### config.mk
export PLATFORM = sky130hd
export DESIGN_NAME = clk_div_cfg
export DESIGN_NICKNAME = d
export VERILOG_FILES = /design/src/rtl/clk_div_pkg.sv /design/src/rtl/clk_div_cfg_decode.sv /design/src/rtl/clk_div_cfg.sv
export SDC_FILE = /design/constraint.sdc
export NUM_CORES = 1
export LEC_CHECK = 0
export BUFFER_PORTS_ARGS = -buffer_cell sky130_fd_sc_hd__buf_4
export CELL_PAD_IN_SITES_DETAIL_PLACEMENT = 0
export CELL_PAD_IN_SITES_GLOBAL_PLACEMENT = 1
export CORE_ASPECT_RATIO = 0.5
export CORE_MARGIN = 1.5
export CORE_UTILIZATION = 35
export CTS_BUF_LIST = sky130_fd_sc_hd__clkbuf_4 sky130_fd_sc_hd__clkbuf_8
export DETAILED_ROUTE_END_ITERATION = 10
export PLACE_DENSITY = 0.71
export SLEW_MARGIN = 40
export SYNTH_ARGS = -nofsm -noshare
export SYNTH_HDL_FRONTEND = slang
export SYNTH_SLANG_ARGS = --single-unit
### constraint.sdc
create_clock -name i_ref_clk -period 2.1 [get_ports i_ref_clk]
set_input_delay 0.21 -clock i_ref_clk [delete_from_list [all_inputs] [get_ports i_ref_clk]]
set_output_delay 0.21 -clock i_ref_clk [all_outputs]
set_load 0.005 [all_outputs]
### src/rtl/clk_div_pkg.sv
// Shared types and constants for the clock-divider configuration sequencer.
// Prescale map constants are used only when CLK_DIV_PRESCALE_MAP_EN is defined.
package clk_div_pkg;

    typedef enum logic [2:0] {
        IDLE,
        RUN,
        DRAIN,
        LOAD,
        SETTLE
    } state_e;

    localparam int RESET_RATIO = 1;

    localparam int PRESCALE_CODE_32 = 32;
    localparam int PRESCALE_CODE_16 = 16;
    localparam int PRESCALE_CODE_8  = 8;
    localparam int PRESCALE_CODE_4  = 4;

    localparam int MAP_RATIO_32 = 1;
    localparam int MAP_RATIO_16 = 2;
    localparam int MAP_RATIO_8  = 4;
    localparam int MAP_RATIO_4  = 8;

endpackage

### src/rtl/clk_div_cfg_decode.sv
// Combinational legality check and ratio decode for a configuration request.
// Raw ratio by default; UART prescale-code mapping when CLK_DIV_PRESCALE_MAP_EN is defined.
module clk_div_cfg_decode
    import clk_div_pkg::*;
#(
    parameter int MAX_RATIO = 10,
    parameter int RATIO_BIT = $clog2(MAX_RATIO) + 1,
    parameter int CFG_BIT   = 6
) (
    input  logic [CFG_BIT-1:0]   i_cfg_data,
    output logic                 o_legal,
    output logic [RATIO_BIT-1:0] o_ratio
);

`ifdef CLK_DIV_PRESCALE_MAP_EN
    int mapped;

    // Unknown codes map to 0, which doubles as the illegal marker.
    always_comb begin
        mapped = 0;
        case (i_cfg_data)
            CFG_BIT'(PRESCALE_CODE_32): mapped = MAP_RATIO_32;
            CFG_BIT'(PRESCALE_CODE_16): mapped = MAP_RATIO_16;
            CFG_BIT'(PRESCALE_CODE_8):  mapped = MAP_RATIO_8;
            CFG_BIT'(PRESCALE_CODE_4):  mapped = MAP_RATIO_4;
            default:                    mapped = 0;
        endcase
        o_legal = (mapped != 0) && (mapped <= MAX_RATIO);
        o_ratio = RATIO_BIT'(mapped);
    end
`else
    always_comb begin
        o_legal = (i_cfg_data != '0) && (i_cfg_data <= CFG_BIT'(MAX_RATIO));
        o_ratio = RATIO_BIT'(i_cfg_data);
    end
`endif

endmodule

### src/rtl/clk_div_cfg.sv
// Configuration sequencer ahead of the clock divider: drains, reloads and settles on ratio change.
// Request format selected by CLK_DIV_PRESCALE_MAP_EN (prescale codes) or raw ratios when undefined.
module clk_div_cfg
    import clk_div_pkg::*;
#(
    parameter int MAX_RATIO     = 10,
    parameter int RATIO_BIT     = $clog2(MAX_RATIO) + 1,
    parameter int CFG_BIT       = 6,
    parameter int SETTLE_CYCLES = 4
) (
    input  logic                 i_ref_clk,
    input  logic                 i_rst,
    input  logic [CFG_BIT-1:0]   i_cfg_data,
    input  logic                 i_cfg_valid,
    input  logic                 i_run,
    output logic [RATIO_BIT-1:0] o_div_ratio,
    output logic                 o_clk_en,
    output logic                 o_busy,
    output logic                 o_cfg_err
);

    localparam int CNT_BIT = (RATIO_BIT + 1 > 4) ? RATIO_BIT + 1 : 4;
    localparam logic [CNT_BIT-1:0] SETTLE_CNT = CNT_BIT'(SETTLE_CYCLES);

    state_e               state_q, state_d;
    logic [CNT_BIT-1:0]   cnt_q, cnt_d;
    logic [RATIO_BIT-1:0] ratio_q, ratio_d;
    logic [RATIO_BIT-1:0] pend_q, pend_d;
    logic                 pend_vld_q, pend_vld_d;
    logic                 clk_en_q, clk_en_d;
    logic                 busy_q, busy_d;
    logic                 cfg_err_q, cfg_err_d;

    logic                 dec_legal;
    logic [RATIO_BIT-1:0] dec_ratio;
    logic                 accept;
    logic                 req_ok;
    logic                 req_bad;

    clk_div_cfg_decode #(
        .MAX_RATIO (MAX_RATIO),
        .RATIO_BIT (RATIO_BIT),
        .CFG_BIT   (CFG_BIT)
    ) u_decode (
        .i_cfg_data (i_cfg_data),
        .o_legal    (dec_legal),
        .o_ratio    (dec_ratio)
    );

    assign accept  = i_cfg_valid && ((state_q == IDLE) || (state_q == RUN));
    assign req_ok  = accept && dec_legal;
    assign req_bad = accept && !dec_legal;

    // Each counted phase lasts exactly its loaded count: exit on the cycle the counter reads 1.
    always_comb begin
        state_d    = state_q;
        cnt_d      = cnt_q;
        ratio_d    = ratio_q;
        pend_d     = pend_q;
        pend_vld_d = pend_vld_q;
        cfg_err_d  = cfg_err_q;

        if (req_ok) begin
            cfg_err_d  = 1'b0;
            pend_d     = dec_ratio;
            pend_vld_d = 1'b1;
        end else if (req_bad) begin
            cfg_err_d = 1'b1;
        end

        case (state_q)
            IDLE: begin
                if (req_ok) begin
                    state_d = LOAD;
                end else if (i_run) begin
                    state_d = SETTLE;
                    cnt_d   = SETTLE_CNT;
                end
            end
            RUN: begin
                if (req_ok || !i_run) begin
                    state_d = DRAIN;
                    cnt_d   = CNT_BIT'({ratio_q, 1'b0});
                end
            end
            DRAIN: begin
                if (cnt_q <= CNT_BIT'(1)) begin
                    cnt_d   = '0;
                    state_d = pend_vld_q ? LOAD : IDLE;
                end else begin
                    cnt_d = cnt_q - CNT_BIT'(1);
                end
            end
            LOAD: begin
                ratio_d    = pend_q;
                pend_vld_d = 1'b0;
                cnt_d      = SETTLE_CNT;
                state_d    = SETTLE;
            end
            SETTLE: begin
                if (cnt_q <= CNT_BIT'(1)) begin
                    cnt_d   = '0;
                    state_d = i_run ? RUN : IDLE;
                end else begin
                    cnt_d = cnt_q - CNT_BIT'(1);
                end
            end
            default: begin
                state_d = IDLE;
                cnt_d   = '0;
            end
        endcase

        clk_en_d = (state_d == RUN);
        busy_d   = (state_d == DRAIN) || (state_d == LOAD) || (state_d == SETTLE);
    end

    always_ff @(posedge i_ref_clk) begin
        if (i_rst) begin
            state_q    <= IDLE;
            cnt_q      <= '0;
            ratio_q    <= RATIO_BIT'(RESET_RATIO);
            pend_q     <= '0;
            pend_vld_q <= 1'b0;
            clk_en_q   <= 1'b0;
            busy_q     <= 1'b0;
            cfg_err_q  <= 1'b0;
        end else begin
            state_q    <= state_d;
            cnt_q      <= cnt_d;
            ratio_q    <= ratio_d;
            pend_q     <= pend_d;
            pend_vld_q <= pend_vld_d;
            clk_en_q   <= clk_en_d;
            busy_q     <= busy_d;
            cfg_err_q  <= cfg_err_d;
        end
    end

    assign o_div_ratio = ratio_q;
    assign o_clk_en    = clk_en_q;
    assign o_busy      = busy_q;
    assign o_cfg_err   = cfg_err_q;

endmodule

==> results_dict.tcl, run 1 <==
set metrics [dict create \
    initial_core_util_pct 37.96 \
    synth_top_area_share_pct 38.90 \
    ys_ff_latch 23 \
    fmax_mhz 535.4 \
    grt_max_degree 18 \
    dpl-instance-area_sq_um 1400 \
    hold_depth 3 \
    rows 14 \
    grt_pass1_wl_microns 5078 \
    drtAntennaViolNets 0 \
    final_common_cell "buf_4" \
    arrival_ns 2.01 \
    synth-simple-area-share_pct 23.78 \
    period_minus_slack_ns 1.868 \
    antenna_cells 0 \
    min_path_type "input pin to flip-flop" \
    drcViolationCount 0 \
    worstSetupEndpointType "flip-flop" \
    postCtsResizedCells 0 \
    skew_ns 0.001331 \
    tightest_slew_ns 0.5756 \
    synthArstFlopShare_pct 0 \
    synthCells 143 \
    report.final.setup_viol 0 \
    core_area_sq_um 3118 \
    synth-edff-count 0 \
    port_buffers 17 \
    grt_pass1_vias 1051 \
    track_usage_pct 17.63 \
    place.gp.congestion 0.8045 \
    leakagePower_nw 0.5607 \
    cts_buffers 3 \
    synthAdderAreaFrac_pct 2.114 \
    yosysWarningCount 0 \
    hpwl_microns 2274 \
    die_h_microns 44.12 \
    antenna_found_initial 0 \
    insertion_delay_ns 0.27 \
    avgViaCountPerCell 5.488 \
    synth_largest_area_cell "dfxtp_1" \
    clkTransAtPathRegs_ns 0.08 \
    synthToLayoutAreaGrowth_pct 22.41 \
    synth_area_leaders "dfxtp_1, nand2_1, a21oi_1, nor3_1, mux2i_1" \
    final_max_slew_viol_count 0 \
    final_cell_mix "buf_4, dfxtp_1, nand2_1, nor2_1, a21oi_1" \
    slew_headroom_pct 61.33 \
    synth_cell_type_count 42 \
    wl_per_cell_microns 14.39 \
    rsz0062_at_grt "no" \
    post-route-period-util_pct 88.94 \
    status "complete, no violations" \
    critPathKind "flip-flop to flip-flop" \
    power_per_cell_area_nw_per_um2 814.7 \
    cp-start-kind "flip-flop" \
    muxShareOfSynthArea_pct 3.383 \
    syn-num-nets 155 \
    synth_flop_cell "dfxtp_1" \
    nets 180 \
    vias 1136 \
    final_layout_size_suffix_gt1_share_pct 20.36 \
    die_area_sq_um 3761 \
    stdcell_area_sq_um 1449 \
    post_cts_buffers 0 \
    synth_top_family_by_area "compound AO/OA/AOI/OAI gates" \
    cp_max_fo 7 \
    drtIter0Drc 94 \
    syn_area_sq_um 1184 \
    max-cap-violations 0 \
    r2r_cells 6 \
    clock_sinks 23 \
    die_x_microns 85.24 \
    ir_drop_uv 339.6 \
    synth_compound_area_share_pct 26.32 \
    cts_root_buf "clkbuf_8" \
    post-route-util_pct 46.47 \
    h-tree-depth 1 \
    seq_area_frac_synth_pct 38.90 \
    cts_hold_buf 0 \
    cp.required_ns 2.24 \
    cts_tree "yes" \
    first_pass_iters 4 \
    wl_microns 2978 \
    grt-ovfl-total 0 \
    cts.path.max_buffers 2 \
    hold_viol 0 \
    fin_setup_tns_ns 0 \
    synth_area_per_cell_sq_um 8.277 \
    ios 18 \
    synth_xor_area_share_pct 1.480 \
]
[cells by family after synthesis]
logic type / count (synthesis)
adder cells (fa/ha/maj): 2
multiplexers: 4
buffers and inverters: 12
AO/OA/AOI/OAI: 45
AND/OR/NAND/NOR: 55
XOR/XNOR: 2
flip-flops: 23
[path summary, 6_finish.rpt]
check                startpoint        endpoint  slack (ns)
setup / recovery       cnt_q[2]        cnt_q[5]        0.23
hold / removal    i_cfg_data[0]       pend_q[0]        0.19
setup reg to reg       cnt_q[2]        cnt_q[5]        0.23
hold reg to reg       pend_q[2]  o_div_ratio[2]        0.46
[sequential cells by signal (all words and copies together), names as in the netlist]
name	count
o_clk_en	1
o_busy	1
state_q	3
o_div_ratio	5
pend_q	5
cnt_q	6
o_cfg_err	1
pend_vld_q	1
[area by class of cell]
| type | instances | area (sq um) |
|---|---|---|
| Tap cell | 40 | 50.05 |
| Timing Repair Buffer | 25 | 187.7 |
| Fill cell | 321 | 1669 |
| Multi-Input combinational cell | 108 | 675.6 |
| Clock inverter | 1 | 7.507 |
| Clock buffer | 3 | 41.29 |
| Inverter | 7 | 26.28 |
| Sequential cell | 23 | 460.4 |
[routing by layer]
metal	up-vias	wire (microns)	part of all wire (%)	track usage, %
met5	-	0	0	0
met4	0	34	1.1	5.902
met3	4	141	4.7	4.478
met2	28	1211	41	24.92
met1	520	1591	53	26.05
li1	584	-	-	-
[cells in the mapped netlist, types with 3 or more instances]
cell type  count
mux2i_1        4
nand2_1       16
nand3_1        4
nor3_1         9
a31oi_1        5
a21oi_1       10
o21ai_0        7
o31ai_1        4
nor2_1        10
nor2b_1        3
a211oi_1       5
dfxtp_1       23
nor4_1         3
inv_1          6
[through the flow]
stage,worst slack (ns),power [mW],std cells,hold WS [ns]
after detailed placement,0.1505,0.9051,203,0.4526
final,0.2322,1.180,207,0.1940
after global placement,0.1973,0.9085,203,0.4448
after global routing,0.1287,1.268,207,0.2008
after CTS,0.2158,1.189,207,0.1886
after floorplan,0.3706,0.7694,143,0.3572
[where the power goes]
part,internal [mW],total [mW],switching (mW)
Combinational,0.169,0.373,0.204
Sequential,0.474,0.525,0.0504
Clock,0.134,0.283,0.148
[critical path, cell delays in order, from the launching register on]
cell and delay [ns]:
dfxtp_1 0.38, or3_1 0.43, nor3_1 0.18, buf_4 0.17, nor4_1 0.06, o311ai_0 0.39
o31ai_1 0.13
(Power assumes the default switching activity.)
==> run 2: changes to the inputs <==
Settings changed: CORE_ASPECT_RATIO 0.5 to 0.8.
==> run 2 against run 1 <==
Setup slack better by 0.044 ns. Via count up 3.8%. Utilization down 0.36 points. Cell count unchanged. Largest power group unchanged.
==> results_dict.tcl, run 2 (synthesis gave the netlist of run 1 again) <==
set metrics [dict create \
    cp-start-kind "flip-flop" \
    die_h_microns 55.02 \
    slew_headroom_pct 60.48 \
    critPathKind "flip-flop to flip-flop" \
    r2r_cells 6 \
    fin_setup_tns_ns 0 \
    report.final.setup_viol 0 \
    cts.path.max_buffers 2 \
    rows 18 \
    vias 1179 \
    grt_max_degree 18 \
    final_max_slew_viol_count 0 \
    insertion_delay_ns 0.27 \
    final_cell_mix "buf_4, dfxtp_1, nand2_1, nor2_1, a21oi_1" \
    clock_sinks 23 \
    place.gp.congestion 0.8612 \
    grt-ovfl-total 0 \
    fin_total_pwr_mw 1.190 \
    hold_depth 3 \
    hold_viol 0 \
    leakagePower_nw 0.5677 \
    post-route-period-util_pct 86.83 \
    n_fill_cell 326 \
    r2r-start "cnt_q[2]" \
    dp.cells 203 \
    arrival_ns 1.99 \
    hpwl_microns 2295 \
    period_minus_slack_ns 1.823 \
    worst_slack_ns 0.2766 \
    grt_pass1_wl_microns 4988 \
    nets 180 \
    final_cells 207 \
    cts_buffers 3 \
    antenna_found_initial 0 \
    final_layout_size_suffix_gt1_share_pct 20.96 \
    cp_max_fo 6 \
    final_common_cell "buf_4" \
    cts_root_buf "clkbuf_8" \
    r2r_end "o_busy" \
    wl_per_cell_microns 14.76 \
    min_path_type "input pin to flip-flop" \
    power_per_cell_area_nw_per_um2 818.4 \
    dpl-instance-area_sq_um 1400 \
    synthToLayoutAreaGrowth_pct 22.83 \
    dp_worst_setup_slack_ns 0.1358 \
    port_buffers 17 \
    ir_drop_uv 351.7 \
    wl_microns 3056 \
    grt_pass1_vias 1025 \
    whs_endpoint "pend_q[1]" \
    skew_ns 0.004019 \
    status "complete, no violations" \
    drtIter0Drc 47 \
    largest_register_ffs 6 \
    initial_core_util_pct 37.54 \
    fmax_mhz 548.4 \
    tightest_slew_ns 0.5883 \
    antenna_cells 0 \
    rrSetupSlack_ns 0.28 \
    core_area_sq_um 3153 \
    clkTransAtPathRegs_ns 0.08 \
    track_usage_pct 18.61 \
    post-route-util_pct 46.11 \
    hold_ws_ns 0.1973 \
    cp.required_ns 2.26 \
    cts_hold_buf 0 \
    cts_tree "yes" \
    die_x_microns 68.02 \
    stdcell_area_sq_um 1454 \
    first_pass_iters 4 \
    h-tree-depth 1 \
    drcViolationCount 0 \
    max-cap-violations 0 \
    rsz0062_at_grt "no" \
    avgViaCountPerCell 5.696 \
    die_area_sq_um 3742 \
    hold_path.startpoint "i_cfg_data[1]" \
    drtAntennaViolNets 0 \
    largest-register "cnt_q" \
    ios 18 \
    worstSetupEndpointType "flip-flop" \
]
-- run 2: area by class of cell --
cell class | count | area (sq um) | area share (%)
Multi-Input combinational cell | 108 | 680.7 | 46.82
Sequential cell | 23 | 460.4 | 31.67
Timing Repair Buffer | 25 | 187.7 | 12.91
Tap cell | 40 | 50.05 | 3.442
Clock buffer | 4 | 48.80 | 3.356
Inverter | 7 | 26.28 | 1.807
-- run 2: worst max-delay path by stage --
stage               slack, ns       end  cells past startpoint     startpoint
floorplan                0.37  cnt_q[5]                      5       cnt_q[2]
global route             0.18  cnt_q[4]                      5     state_q[2]
CTS                      0.13  cnt_q[5]                      5       cnt_q[2]
finish                   0.28    o_busy                      6       cnt_q[2]
global placement         0.15  cnt_q[3]                      7  i_cfg_data[4]
detailed placement       0.14  cnt_q[5]                      5       cnt_q[2]
-- run 2: metal layers --
layer  GRT usage (%)  share of wire (%)
met5               0                  0
met1           25.95                 51
met4           8.333                1.5
met3           4.656                5.6
met2           27.02                 42
-- run 2: critical path, stage by stage (launching register included) --
cell,delay [ns]
dfxtp_1,0.31
buf_4,0.15
nor4_1,0.33
o21ai_0,0.23
o21bai_1,0.29
a21oi_1,0.11
or2_2,0.30
-- run 2: report_power, final --
group	total [mW]	internal [mW]	switching, mW
registers	0.517	0.474	0.0428
logic	0.376	0.159	0.217
clock network	0.297	0.149	0.148
-- run 2: repair_timing --
action                                  CTS  global route
setup buffers                             0             0
endpoints found under the setup margin    0             1
resized for setup                         0             1
